### src/rtl/stream_accum_pkg.sv
// stream_accum_pkg: shared constants, FSM states and saturating counter helper
package stream_accum_pkg;
    localparam int W_DEFAULT = 16;
    localparam int CNT_W_DEFAULT = 8;
    typedef enum logic {ACC, HOLD} state_e;
    function automatic logic [31:0] sat_inc(input logic [31:0] v, input logic inc, input logic [31:0] max);
        return (inc && v != max) ? v + 32'd1 : v;
    endfunction
endpackage

### src/rtl/stream_accum16_if.sv
// stream_accum16_if: input word stream and frame result handshakes
interface stream_accum16_if
    import stream_accum_pkg::*;
#(
    parameter int W = W_DEFAULT,
    parameter int CNT_W = CNT_W_DEFAULT
);
    logic in_valid;
    logic in_ready;
    logic [W-1:0] in_data;
    logic in_last;
    logic out_valid;
    logic out_ready;
    logic [W-1:0] out_sum;
    logic [CNT_W-1:0] out_carries;
    logic [CNT_W-1:0] out_count;
    logic out_ovf;
    modport master(
        output in_valid, in_data, in_last, out_ready,
        input in_ready, out_valid, out_sum, out_carries, out_count, out_ovf
    );
    modport slave(
        input in_valid, in_data, in_last, out_ready,
        output in_ready, out_valid, out_sum, out_carries, out_count, out_ovf
    );
endinterface

### src/rtl/ks_add16.sv
// ks_add16: 16-bit Kogge-Stone adder with carry-in, 17-bit result
module ks_add16 (
    input  logic [15:0] A,
    input  logic [15:0] B,
    input  logic        cin,
    output logic [16:0] S
);
    logic [15:0] g, p, gn, pn, hp;
    always_comb begin
        hp = A ^ B;
        g = (A & B) | {15'b0, hp[0] & cin};
        p = hp;
        for (int l = 0; l < 4; l++) begin
            gn = g;
            pn = p;
            for (int i = 1 << l; i < 16; i++) begin
                gn[i] = g[i] | (p[i] & g[i - (1 << l)]);
                pn[i] = p[i] & p[i - (1 << l)];
            end
            g = gn;
            p = pn;
        end
        S = {g[15], hp ^ {g[14:0], cin}};
    end
endmodule

### src/rtl/stream_accum16.sv
// stream_accum16: frame accumulator folding each word through ks_add16, counting carries
module stream_accum16
    import stream_accum_pkg::*;
#(
    parameter int W = W_DEFAULT,
    parameter int CNT_W = CNT_W_DEFAULT
) (
    input logic clk,
    input logic rst,
    stream_accum16_if.slave bus
);
    state_e state_q, state_d;
    logic [W-1:0] acc_q, acc_d, sum_q, sum_d;
    logic [CNT_W-1:0] car_q, car_d, cnt_q, cnt_d, ocar_q, ocar_d, ocnt_q, ocnt_d;
    logic ovf_q, ovf_d, oovf_q, oovf_d;
    logic [W:0] s;
    ks_add16 u_add (.A(acc_q), .B(bus.in_data), .cin(1'b0), .S(s));
    always_comb begin
        state_d = state_q;
        acc_d = acc_q;
        car_d = car_q;
        cnt_d = cnt_q;
        ovf_d = ovf_q;
        sum_d = sum_q;
        ocar_d = ocar_q;
        ocnt_d = ocnt_q;
        oovf_d = oovf_q;
        if (state_q == ACC && bus.in_valid) begin
            acc_d = s[W-1:0];
            car_d = CNT_W'(sat_inc(32'(car_q), s[W], 32'({CNT_W{1'b1}})));
            cnt_d = CNT_W'(sat_inc(32'(cnt_q), 1'b1, 32'({CNT_W{1'b1}})));
            ovf_d = ovf_q | (s[W] & (&car_q)) | (&cnt_q);
            if (bus.in_last) begin
                sum_d = acc_d;
                ocar_d = car_d;
                ocnt_d = cnt_d;
                oovf_d = ovf_d;
                state_d = HOLD;
            end
        end else if (state_q == HOLD && bus.out_ready) begin
            acc_d = '0;
            car_d = '0;
            cnt_d = '0;
            ovf_d = 1'b0;
            state_d = ACC;
        end
    end
    always_ff @(posedge clk) begin
        if (rst) begin
            state_q <= ACC;
            acc_q <= '0;
            car_q <= '0;
            cnt_q <= '0;
            ovf_q <= 1'b0;
            sum_q <= '0;
            ocar_q <= '0;
            ocnt_q <= '0;
            oovf_q <= 1'b0;
        end else begin
            state_q <= state_d;
            acc_q <= acc_d;
            car_q <= car_d;
            cnt_q <= cnt_d;
            ovf_q <= ovf_d;
            sum_q <= sum_d;
            ocar_q <= ocar_d;
            ocnt_q <= ocnt_d;
            oovf_q <= oovf_d;
        end
    end
    assign bus.in_ready = state_q == ACC;
    assign bus.out_valid = state_q == HOLD;
    assign bus.out_sum = sum_q;
    assign bus.out_carries = ocar_q;
    assign bus.out_count = ocnt_q;
    assign bus.out_ovf = oovf_q;
endmodule

### src/flat_wrapper.sv
// flat-port wrapper written by rule: the top's interface ports become plain ports
module stream_accum16_flat import stream_accum_pkg::*;
#(
    parameter int W = W_DEFAULT,
    parameter int CNT_W = CNT_W_DEFAULT
)
  (clk, rst, bus_in_valid, bus_in_data, bus_in_last, bus_out_ready, bus_in_ready, bus_out_valid, bus_out_sum, bus_out_carries, bus_out_count, bus_out_ovf);
  stream_accum16_if #(.W(W), .CNT_W(CNT_W)) bus_i ();
  input logic clk;
  input logic rst;
  input wire logic [$bits(bus_i.in_valid)-1:0] bus_in_valid;
  input wire logic [$bits(bus_i.in_data)-1:0] bus_in_data;
  input wire logic [$bits(bus_i.in_last)-1:0] bus_in_last;
  input wire logic [$bits(bus_i.out_ready)-1:0] bus_out_ready;
  output wire logic [$bits(bus_i.in_ready)-1:0] bus_in_ready;
  output wire logic [$bits(bus_i.out_valid)-1:0] bus_out_valid;
  output wire logic [$bits(bus_i.out_sum)-1:0] bus_out_sum;
  output wire logic [$bits(bus_i.out_carries)-1:0] bus_out_carries;
  output wire logic [$bits(bus_i.out_count)-1:0] bus_out_count;
  output wire logic [$bits(bus_i.out_ovf)-1:0] bus_out_ovf;
  assign bus_i.in_valid = bus_in_valid;
  assign bus_i.in_data = bus_in_data;
  assign bus_i.in_last = bus_in_last;
  assign bus_i.out_ready = bus_out_ready;
  assign bus_in_ready = bus_i.in_ready;
  assign bus_out_valid = bus_i.out_valid;
  assign bus_out_sum = bus_i.out_sum;
  assign bus_out_carries = bus_i.out_carries;
  assign bus_out_count = bus_i.out_count;
  assign bus_out_ovf = bus_i.out_ovf;
  stream_accum16 #(.W(W), .CNT_W(CNT_W)) u_core (.clk(clk), .rst(rst), .bus(bus_i));
endmodule
### config.mk
export PLATFORM = sky130hd
export DESIGN_NAME = stream_accum16_flat
export DESIGN_NICKNAME = d
export VERILOG_FILES = /design/src/rtl/stream_accum_pkg.sv /design/src/rtl/stream_accum16_if.sv /design/src/rtl/ks_add16.sv /design/src/rtl/stream_accum16.sv /design/src/flat_wrapper.sv
export SDC_FILE = /design/constraint.sdc
export NUM_CORES = 1
export LEC_CHECK = 0
export BUFFER_PORTS_ARGS = -buffer_cell sky130_fd_sc_hd__clkbuf_2
export CAP_MARGIN = 20
export CORE_UTILIZATION = 47
export DETAILED_ROUTE_END_ITERATION = 7
export GPL_TIMING_DRIVEN = 0
export PLACE_DENSITY = 0.68
export SLEW_MARGIN = 0
export SYNTH_ARGS = -nofsm -noshare
export SYNTH_HDL_FRONTEND = slang
export SYNTH_SLANG_ARGS = --single-unit
### constraint.sdc
create_clock -name clk -period 2.8 [get_ports clk]
set_input_delay 0 -clock clk [delete_from_list [all_inputs] [get_ports clk]]
set_output_delay 0 -clock clk [all_outputs]
set_load 0.005 [all_outputs]
# Word level (Yosys, flattened, before mapping)
# Index checks and enable logic that the tools add are counted.
# totals
output_inout_bits,35
in_bits,21
elab_cells,172
ff_bits,67
# op_classes
n_reduce_logical,8
n_eq_ne,3
bitwise_logic,139
n_mux,11
add_sub_neg,2
# op_table
operator,count
$and A1 B1 Y1,84
$or A1 B1 Y1,51
$mux W8,5
$mux W16,2
$xor A16 B16 Y16,2
$add A8 B1 Y8 const B,2
$and A16 B16 Y16,1
$ne A8 B8 Y1 const B,2
$reduce_and A8 Y1,2
$mux W1,4
$reduce_and A2 Y1,2
$logic_and A1 B1 Y1,3
$ne A2 B2 Y1 const B,1
$reduce_bool A2 Y1,1
$not A1 Y1,1

# Longest topological paths before layout
# Gate-level depths: netlist of run 1.
# logic_depth
ltp_word,13
ltp_mapped,10
mapped_depth_nobuf,10

# By module
# From an unflattened synthesis of run 1, not the netlist that was laid out.
# unflattened
cells_unflattened,436
area_unflattened_um2,3689.8
# modules_own_cells
module,cells_per_inst,seq_area_each_um2,n_inst,area_per_inst_um2
stream_accum16,321,1341.3,1,2817.7
ks_add16,115,0.0,1,872.1

# Worst setup path after synthesis of run 1
# No wires, ideal clock.
# synth_path
path_type,register -> register
start,register u_core.acc_q[0]
end,register u_core.ocar_q[7] (netlist: u_core.bus.out_carries[7])
required_ps,2700
path_slack_ps,282
setup_time_ps,100
arrival_time_ps,2418
synth_period_minus_slack_ps,2518
n_path_buf,0
stages_incl_launch_ff,11
cell_sequence,dfxtp_1 > ha_1 > inv_1 > fa_1 > nor2b_4 > o31a_4 > a41o_4 > a21oi_4 > nor3_4 > mux2_4 > a2111oi_4
# synth_via
elab_chain_cells,11
# synth_rtl
element,line,text
from (decl),stream_accum16.sv:13,"logic [W-1:0] acc_q, acc_d, sum_q, sum_d;"
from (signal assigned),stream_accum16.sv:51,acc_q <= '0;
from (signal assigned),stream_accum16.sv:61,acc_q <= acc_d;
$and A16 B16 Y16,ks_add16.sv:11,"g = (A & B) | {15'b0, hp[0] & cin};"
$and A1 B1 Y1,ks_add16.sv:17,gn[i] = g[i] | (p[i] & g[i - (1 << l)]);
$or A1 B1 Y1,ks_add16.sv:17,
$and A1 B1 Y1,ks_add16.sv:17,
$or A1 B1 Y1,ks_add16.sv:17,
$and A1 B1 Y1,ks_add16.sv:17,
$or A1 B1 Y1,ks_add16.sv:17,
$and A1 B1 Y1,ks_add16.sv:17,
$or A1 B1 Y1,ks_add16.sv:17,
$logic_and A1 B1 Y1,stream_accum_pkg.sv:7,return (inc && v != max) ? v + 32'd1 : v;
$mux W8,stream_accum_pkg.sv:7,
to (signal assigned),stream_accum16.sv:66,ocar_q <= ocar_d;
to (decl),stream_accum16.sv:14,"logic [CNT_W-1:0] car_q, car_d, cnt_q, cnt_d, ocar_q, ocar_d, ocnt_q, ocnt_d;"
# Every way passes these cells.
# A chain may end at the register's enable or synchronous reset.

# Worst setup path after layout of run 1
# Ends and elaborated chain as after synthesis.

==> results of run 1 <==
-- power by group through the flow --
stage,Clock (mW),Combinational [mW],Sequential (mW)
2_1_floorplan,0,0.432,1.08
3_3_place_gp,0,0.581,1.08
3_5_place_dp,0,0.592,1.08
4_1_cts,0.735,0.598,1.06
5_1_grt,0.773,0.667,1.07
6_report,0.716,0.599,1.06
-- cell type report --
class / instances / area [um^2]
multi-input combinational: 340 / 2120
sequential: 67 / 1340
clock buffer: 12 / 155
tap: 99 / 124
fill: 735 / 3150
clock inverter: 2 / 12.5
buffer: 26 / 129
inverter: 14 / 52.6
timing repair buffer: 56 / 285
-- flip-flops by register name, summed over array words and instances (netlist names) --
signal	flops
u_core.ovf_q	1
u_core.bus.out_count	8
u_core.bus.out_valid	1
u_core.cnt_q	8
u_core.acc_q	16
u_core.car_q	8
u_core.bus.out_ovf	1
u_core.bus.out_sum	16
u_core.bus.out_carries	8
-- routing by layer --
layer | global-route usage | wire [um] | vias to the layer above
li1 | - | - | 1734
met2 | 0.395 | 4350 | 76
met1 | 0.304 | 4310 | 1610
met5 | 0 | 0 | -
met4 | 0.0659 | 88 | 0
met3 | 0.0474 | 446 | 8
-- placed cells by master (no fill, tap or decap), types with 3 or more instances in the layout --
cell / netlist / final
and2_1: 3 / 3
nor2_1: 53 / 53
xor2_1: 4 / 4
o21ai_0: 17 / 17
o21a_1: 3 / 3
a311oi_1: 3 / 3
xnor2_1: 15 / 15
a31oi_1: 5 / 5
dfxtp_1: 67 / 67
buf_2: 4 / 4
a21oi_1: 42 / 42
clkbuf_1: 16 / 17
clkbuf_2: 0 / 55
o31ai_1: 3 / 3
o211ai_1: 3 / 3
nand3_1: 20 / 20
nand2b_1: 3 / 3
clkbuf_8: 0 / 11
nand4_1: 6 / 6
mux2i_1: 4 / 4
nor3_1: 8 / 8
ha_1: 18 / 18
and3_1: 6 / 6
nand2_1: 57 / 57
a211oi_1: 11 / 11
a22oi_1: 11 / 11
a21o_1: 8 / 8
inv_1: 14 / 14
-- worst max-delay path, cell delays in order (launching register included) --
cell,delay [ns]
dfxtp_1,0.33
ha_1,0.18
inv_1,0.07
fa_1,0.46
nor2b_4,0.15
o31a_4,0.16
a41o_4,0.26
a21oi_4,0.10
nor3_4,0.27
mux2_4,0.34
a2111oi_4,0.25
-- repair_timing --
action | in CTS | in global routing
setup buffers | 0 | 0
hold buffers | 1 | 0
endpoints found under the setup margin | 0 | 1
hold endpoints to repair | 2 | 0
-- per-stage QoR --
stage                     area (um^2)  total power, mW  worst slack, ns  std cells
after CTS                        4220             2.39           0.0714        616
final                            4220             2.37            0.138        616
after floorplan                  3640             1.51            0.282        447
after global placement           4040             1.66            0.125        601
after global routing             4220             2.51           0.0197        616
after detailed placement         4040             1.67            0.101        601
-- worst paths after layout --
kind                                  startpoint                                     end  cells after the start
min                                          rst      u_core.bus.out_sum[9]$_SDFFE_PP0P_                      3
min reg2reg  u_core.bus.out_sum[10]$_SDFFE_PP0P_     u_core.bus.out_sum[10]$_SDFFE_PP0P_                      2
max                 u_core.acc_q[0]$_SDFFE_PP0P_  u_core.bus.out_carries[7]$_SDFFE_PP0P_                     10
max reg2reg         u_core.acc_q[0]$_SDFFE_PP0P_  u_core.bus.out_carries[7]$_SDFFE_PP0P_                     10
-- cells by family after synthesis --
kind of cell / count (synthesis) / synth area share
xor gates and xnor gates: 19 / 0.0457
adders and majority gates: 19 / 0.0673
DFF: 67 / 0.368
buffers and inverters: 40 / 0.0498
and+or+nand+nor: 169 / 0.212
AOI/OAI and AO/OA: 128 / 0.242
muxes: 5 / 0.0151
==> run metrics, run 1 <==
pwr/cell area=562 nW/um^2; Max Fclk=0.376 GHz; post-route ant nets=0; Slew @ Worst Pin=0.828 ns; Max IR drop VDD=0.332 mV; worst-path fanout max=7; RSZ-0062 raised after global routing=no; sequential element share of the synthesized area=0.368; first-pass GRT wire length=15300 um; switch share=0.318; grt ovf=0; vias in the first global route=3171; Post-Synthesis Cells=447; antenna fix cells=0; TritonCTS Buffers=9; final worst path period need=2.66 ns; flops & latches, synth=67; YS warnings=0; CTS Root Cell=clkbuf_8; CP Class=reg -> reg; clock network power share=0.302; H-tree levels=3; CTS resizes=0; dominant synthesized flop cell=dfxtp_1; syn_area_per_cell=8.15 um^2; dominant cells by area after synthesis=dfxtp_1 37%, ha_1 6.2%, nand2_1 5.9%, a21oi_1 5.8%, nor2_1 5.5%; Cell Int Power=1.62 mW; std cell rows=31; initial antenna violation count=0; asr flop ratio synth=0; post-synth cell types=56; 1st-pass router iterations=5; Crit. End Element=register; final hold vios=0; register share of total power=0.446; clock sinks=67; Final TNS setup=0 ns; Worst-path clk slew=0.07 ns; Initial Utilization=0.494; Port Buf Inserts=55; core area=7370 um^2; top-count cell post-synth=dfxtp_1; fraction of layout instances using a drive strength above 1=0.174; gr usage total=0.235; Synth Net Count=487; max cap viols=0; endpoints failing setup=0; largest net degree at the start of global routing=11; DR vias=3428; crit path launch type=register; critical path required time=3.05 ns; Critical Path AT=2.91 ns; final core occ=0.573; reg2reg setup slack=0.14 ns; Synth top area share=0.368; most frequent cells after synthesis=67 x dfxtp_1, 57 x nand2_1, 53 x nor2_1; number of synthesized flops with an enable pin=0; hold slack=0.00997 ns; TritonCTS clock tree=done; worst-skew pair later-pin latency=0.34 ns; leakage power total=1.75 nW; Residual DRC=0; maximum root-to-sink buffer count=2; Ports=56; relative slew slack=0.446; Min-Delay Path Class=in -> reg; Yosys top cell by area=dfxtp_1; DR vias/cell=5.56; Routed WL per cell=14.9 um; Final period util=0.951; GPL Wtd Cong=0.878; Initial DRC Count=147; switching pwr=0.754 mW; final WL=9190 um; Final Skew=0.00940 ns; Mapped Area=3640 um^2; Die X=90.0 um; DIE AREA=8110 um^2; status=finished clean; Max Slew Vio Count=0; Comb power frac=0.252; HPWL after detailed placement=6720 um; area delta synth->final=15.8%; Die H=90.0 um; fin nets=554
(Power assumes the default switching activity.)
==> run 2: changes to the inputs <==
Settings changed: BUFFER_PORTS_ARGS -buffer_cell sky130_fd_sc_hd__clkbuf_2 to -buffer_cell sky130_fd_sc_hd__buf_4, SETUP_SLACK_MARGIN set to 0.3.
==> run metrics, run 2 (synthesis results as in run 1) <==
RSZ-0062 raised after global routing=yes; Routed WL per cell=15.3 um (+2.5%); met2 global-route usage=0.387 (-0.00827); CP Class=reg -> reg; busiest grt layer=met2; Die X=90.0 um (unchanged); 1st-pass router iterations=5 (unchanged); final WL=9510 um (+3.4%); maximum root-to-sink buffer count=2 (unchanged); TritonCTS Buffers=9 (unchanged); met1 Resource Use GR=0.308 (+0.00371); worst hold endpoint=u_core.car_q[4]$_SDFFE_PP0P_; endpoints failing setup=0 (unchanged); HPWL after detailed placement=6790 um (+0.96%); DR vias=3530 (+3.0%); H-tree levels=3 (unchanged); Top delay family on crit path=compound AO/OA/AOI/OAI gates; grt ovf=0 (unchanged); CP bufs+invs=1 (unchanged); max cap viols=0 (unchanged); final cell count without fillers=622 (+0.97%); crit path launch type=register; Die H=90.0 um (unchanged); Levels on crit path=10 (unchanged); CP peak stage delay=0.33 ns (-0.13 ns); pwr/cell area=569 nW/um^2 (+1.1%); post-route ant nets=0 (unchanged); antenna fix cells=0 (unchanged); CTS Root Cell=clkbuf_8; M3 GR Usage=0.0525 (+0.00508); Critical Path AT=2.71 ns (-0.20 ns); fin nets=558 (+0.72%); Hold Path Stages=3 (unchanged); Final period util=0.874 (-0.0765); Slew @ Worst Pin=0.842 ns (+0.0133 ns); Final TNS setup=0 ns (unchanged); vias in the first global route=3320 (+4.7%); initial antenna violation count=0 (unchanged); Worst Reg-to-Reg Cells=10 (unchanged); Max Slew Vio Count=0 (unchanged); commonest non-fill, non-tap cell in the layout=dfxtp_1; largest net degree at the start of global routing=13 (+2); relative slew slack=0.437 (-0.00891); final hold vios=0 (unchanged); fraction of layout instances using a drive strength above 1=0.197 (+0.0229); reg2reg setup slack=0.35 ns (+0.21 ns); Ports=56 (unchanged); reg2reg end=u_core.bus.out_carries[7]$_SDFFE_PP0P_; Min-Delay Path Class=in -> reg; worst r2r src=u_core.acc_q[0]$_SDFFE_PP0P_; hold path start=bus_in_valid; Critical Path Slowest Stage Cell=dfxtp_2; status=finished clean; Initial DRC Count=156 (+6.1%); first-pass GRT wire length=15800 um (+3.3%); clock sinks=67 (unchanged); commonest cells after routing, fill and taps aside=66 x dfxtp_1, 60 x buf_4, 57 x nand2_1; Worst-path clk slew=0.08 ns (about the same); TritonCTS clock tree=done; worst-skew pair later-pin latency=0.36 ns (+0.02 ns); Final Skew=0.00928 ns (-0.000122 ns); std cell rows=31 (unchanged); Initial Utilization=0.494 (unchanged); leakage power total=1.84 nW (+5.0%); Max Fclk=0.409 GHz (+8.7%); area delta synth->final=22.3%; Residual DRC=0 (unchanged); final worst path period need=2.45 ns (-0.214 ns); Max IR drop VDD=0.330 mV (-0.78%); critical path required time=3.06 ns (about the same); gr usage total=0.243 (+0.00814); Crit. End Element=register; dpl cells=601 (unchanged); Port Buf Inserts=55 (unchanged); DIE AREA=8110 um^2 (unchanged); CP Cell Sequence=ha_2 -> inv_1 -> fa_2 -> nor2b_4 -> o31a_4 -> a41o_4 -> a21oi_4 -> nor3_4 -> mux2_4 -> a2111oi_4; core area=7370 um^2 (unchanged); worst-path fanout max=7 (unchanged); GPL Wtd Cong=0.878 (about the same); DR vias/cell=5.68 (+2.0%)
## run 2: repair_timing
item,in CTS,in global routing
endpoints found under the hold margin,3,0
gates resized for setup,1,8
pin swaps,2,4
buffers inserted,1,2
hold buffers,2,0
setup endpoints to repair,7,13
## run 2: final cells by class
class                      count  area [um^2]
fill                         671         2910
multi-input combinational    340         2150
sequential                    67         1340
timing repair buffer          60          455
clock buffer                  10          138
buffer                        26          129
tap                           99          124
clock inverter                 6         65.1
inverter                      14         52.6
## run 2: layer usage
metal | share of wire | up-vias
met5 | 0 | -
met3 | 0.060 | 25
met4 | 0.030 | 0
li1 | - | 1742
met2 | 0.46 | 113
met1 | 0.45 | 1650
## run 2: tightest hold or removal path: stages
cell and delay, ns:
buf_4 0.12, o21ai_0 0.16, a211oi_1 0.07
## run 2: worst max path at each step
stage,from,to,slack [ns]
floorplan,u_core.acc_q[0]$_SDFFE_PP0P_,u_core.bus.out_carries[7]$_SDFFE_PP0P_,0.35
global placement,u_core.acc_q[0]$_SDFFE_PP0P_,u_core.bus.out_carries[7]$_SDFFE_PP0P_,0.19
detailed placement,u_core.acc_q[0]$_SDFFE_PP0P_,u_core.bus.out_carries[7]$_SDFFE_PP0P_,0.15
CTS,u_core.acc_q[0]$_SDFFE_PP0P_,u_core.bus.out_carries[7]$_SDFFE_PP0P_,0.30
global route,u_core.acc_q[0]$_SDFFE_PP0P_,u_core.bus.out_carries[7]$_SDFFE_PP0P_,0.25
finish,u_core.acc_q[0]$_SDFFE_PP0P_,u_core.bus.out_carries[7]$_SDFFE_PP0P_,0.35
## run 2: metrics by stage
step	total power, mW	hold slack, ns	setup WS [ns]	utilization	area [um^2]
after floorplan	1.51	0.182	0.349	-	3640
after global placement	1.68	0.301	0.193	0.567	4180
after detailed placement	1.70	0.302	0.152	0.567	4180
after CTS	2.53	0.0411	0.301	0.599	4410
after global routing	2.67	0.0745	0.247	0.605	4460
final	2.53	0.0437	0.352	0.605	4460
## run 2: where the power goes
part | switching, mW | internal [mW] | leakage, nW
logic | 0.373 | 0.273 | 1.19
registers | 0.0393 | 1.02 | 0.547
clock network | 0.394 | 0.435 | 0.102
total | 0.806 | 1.73 | 1.84
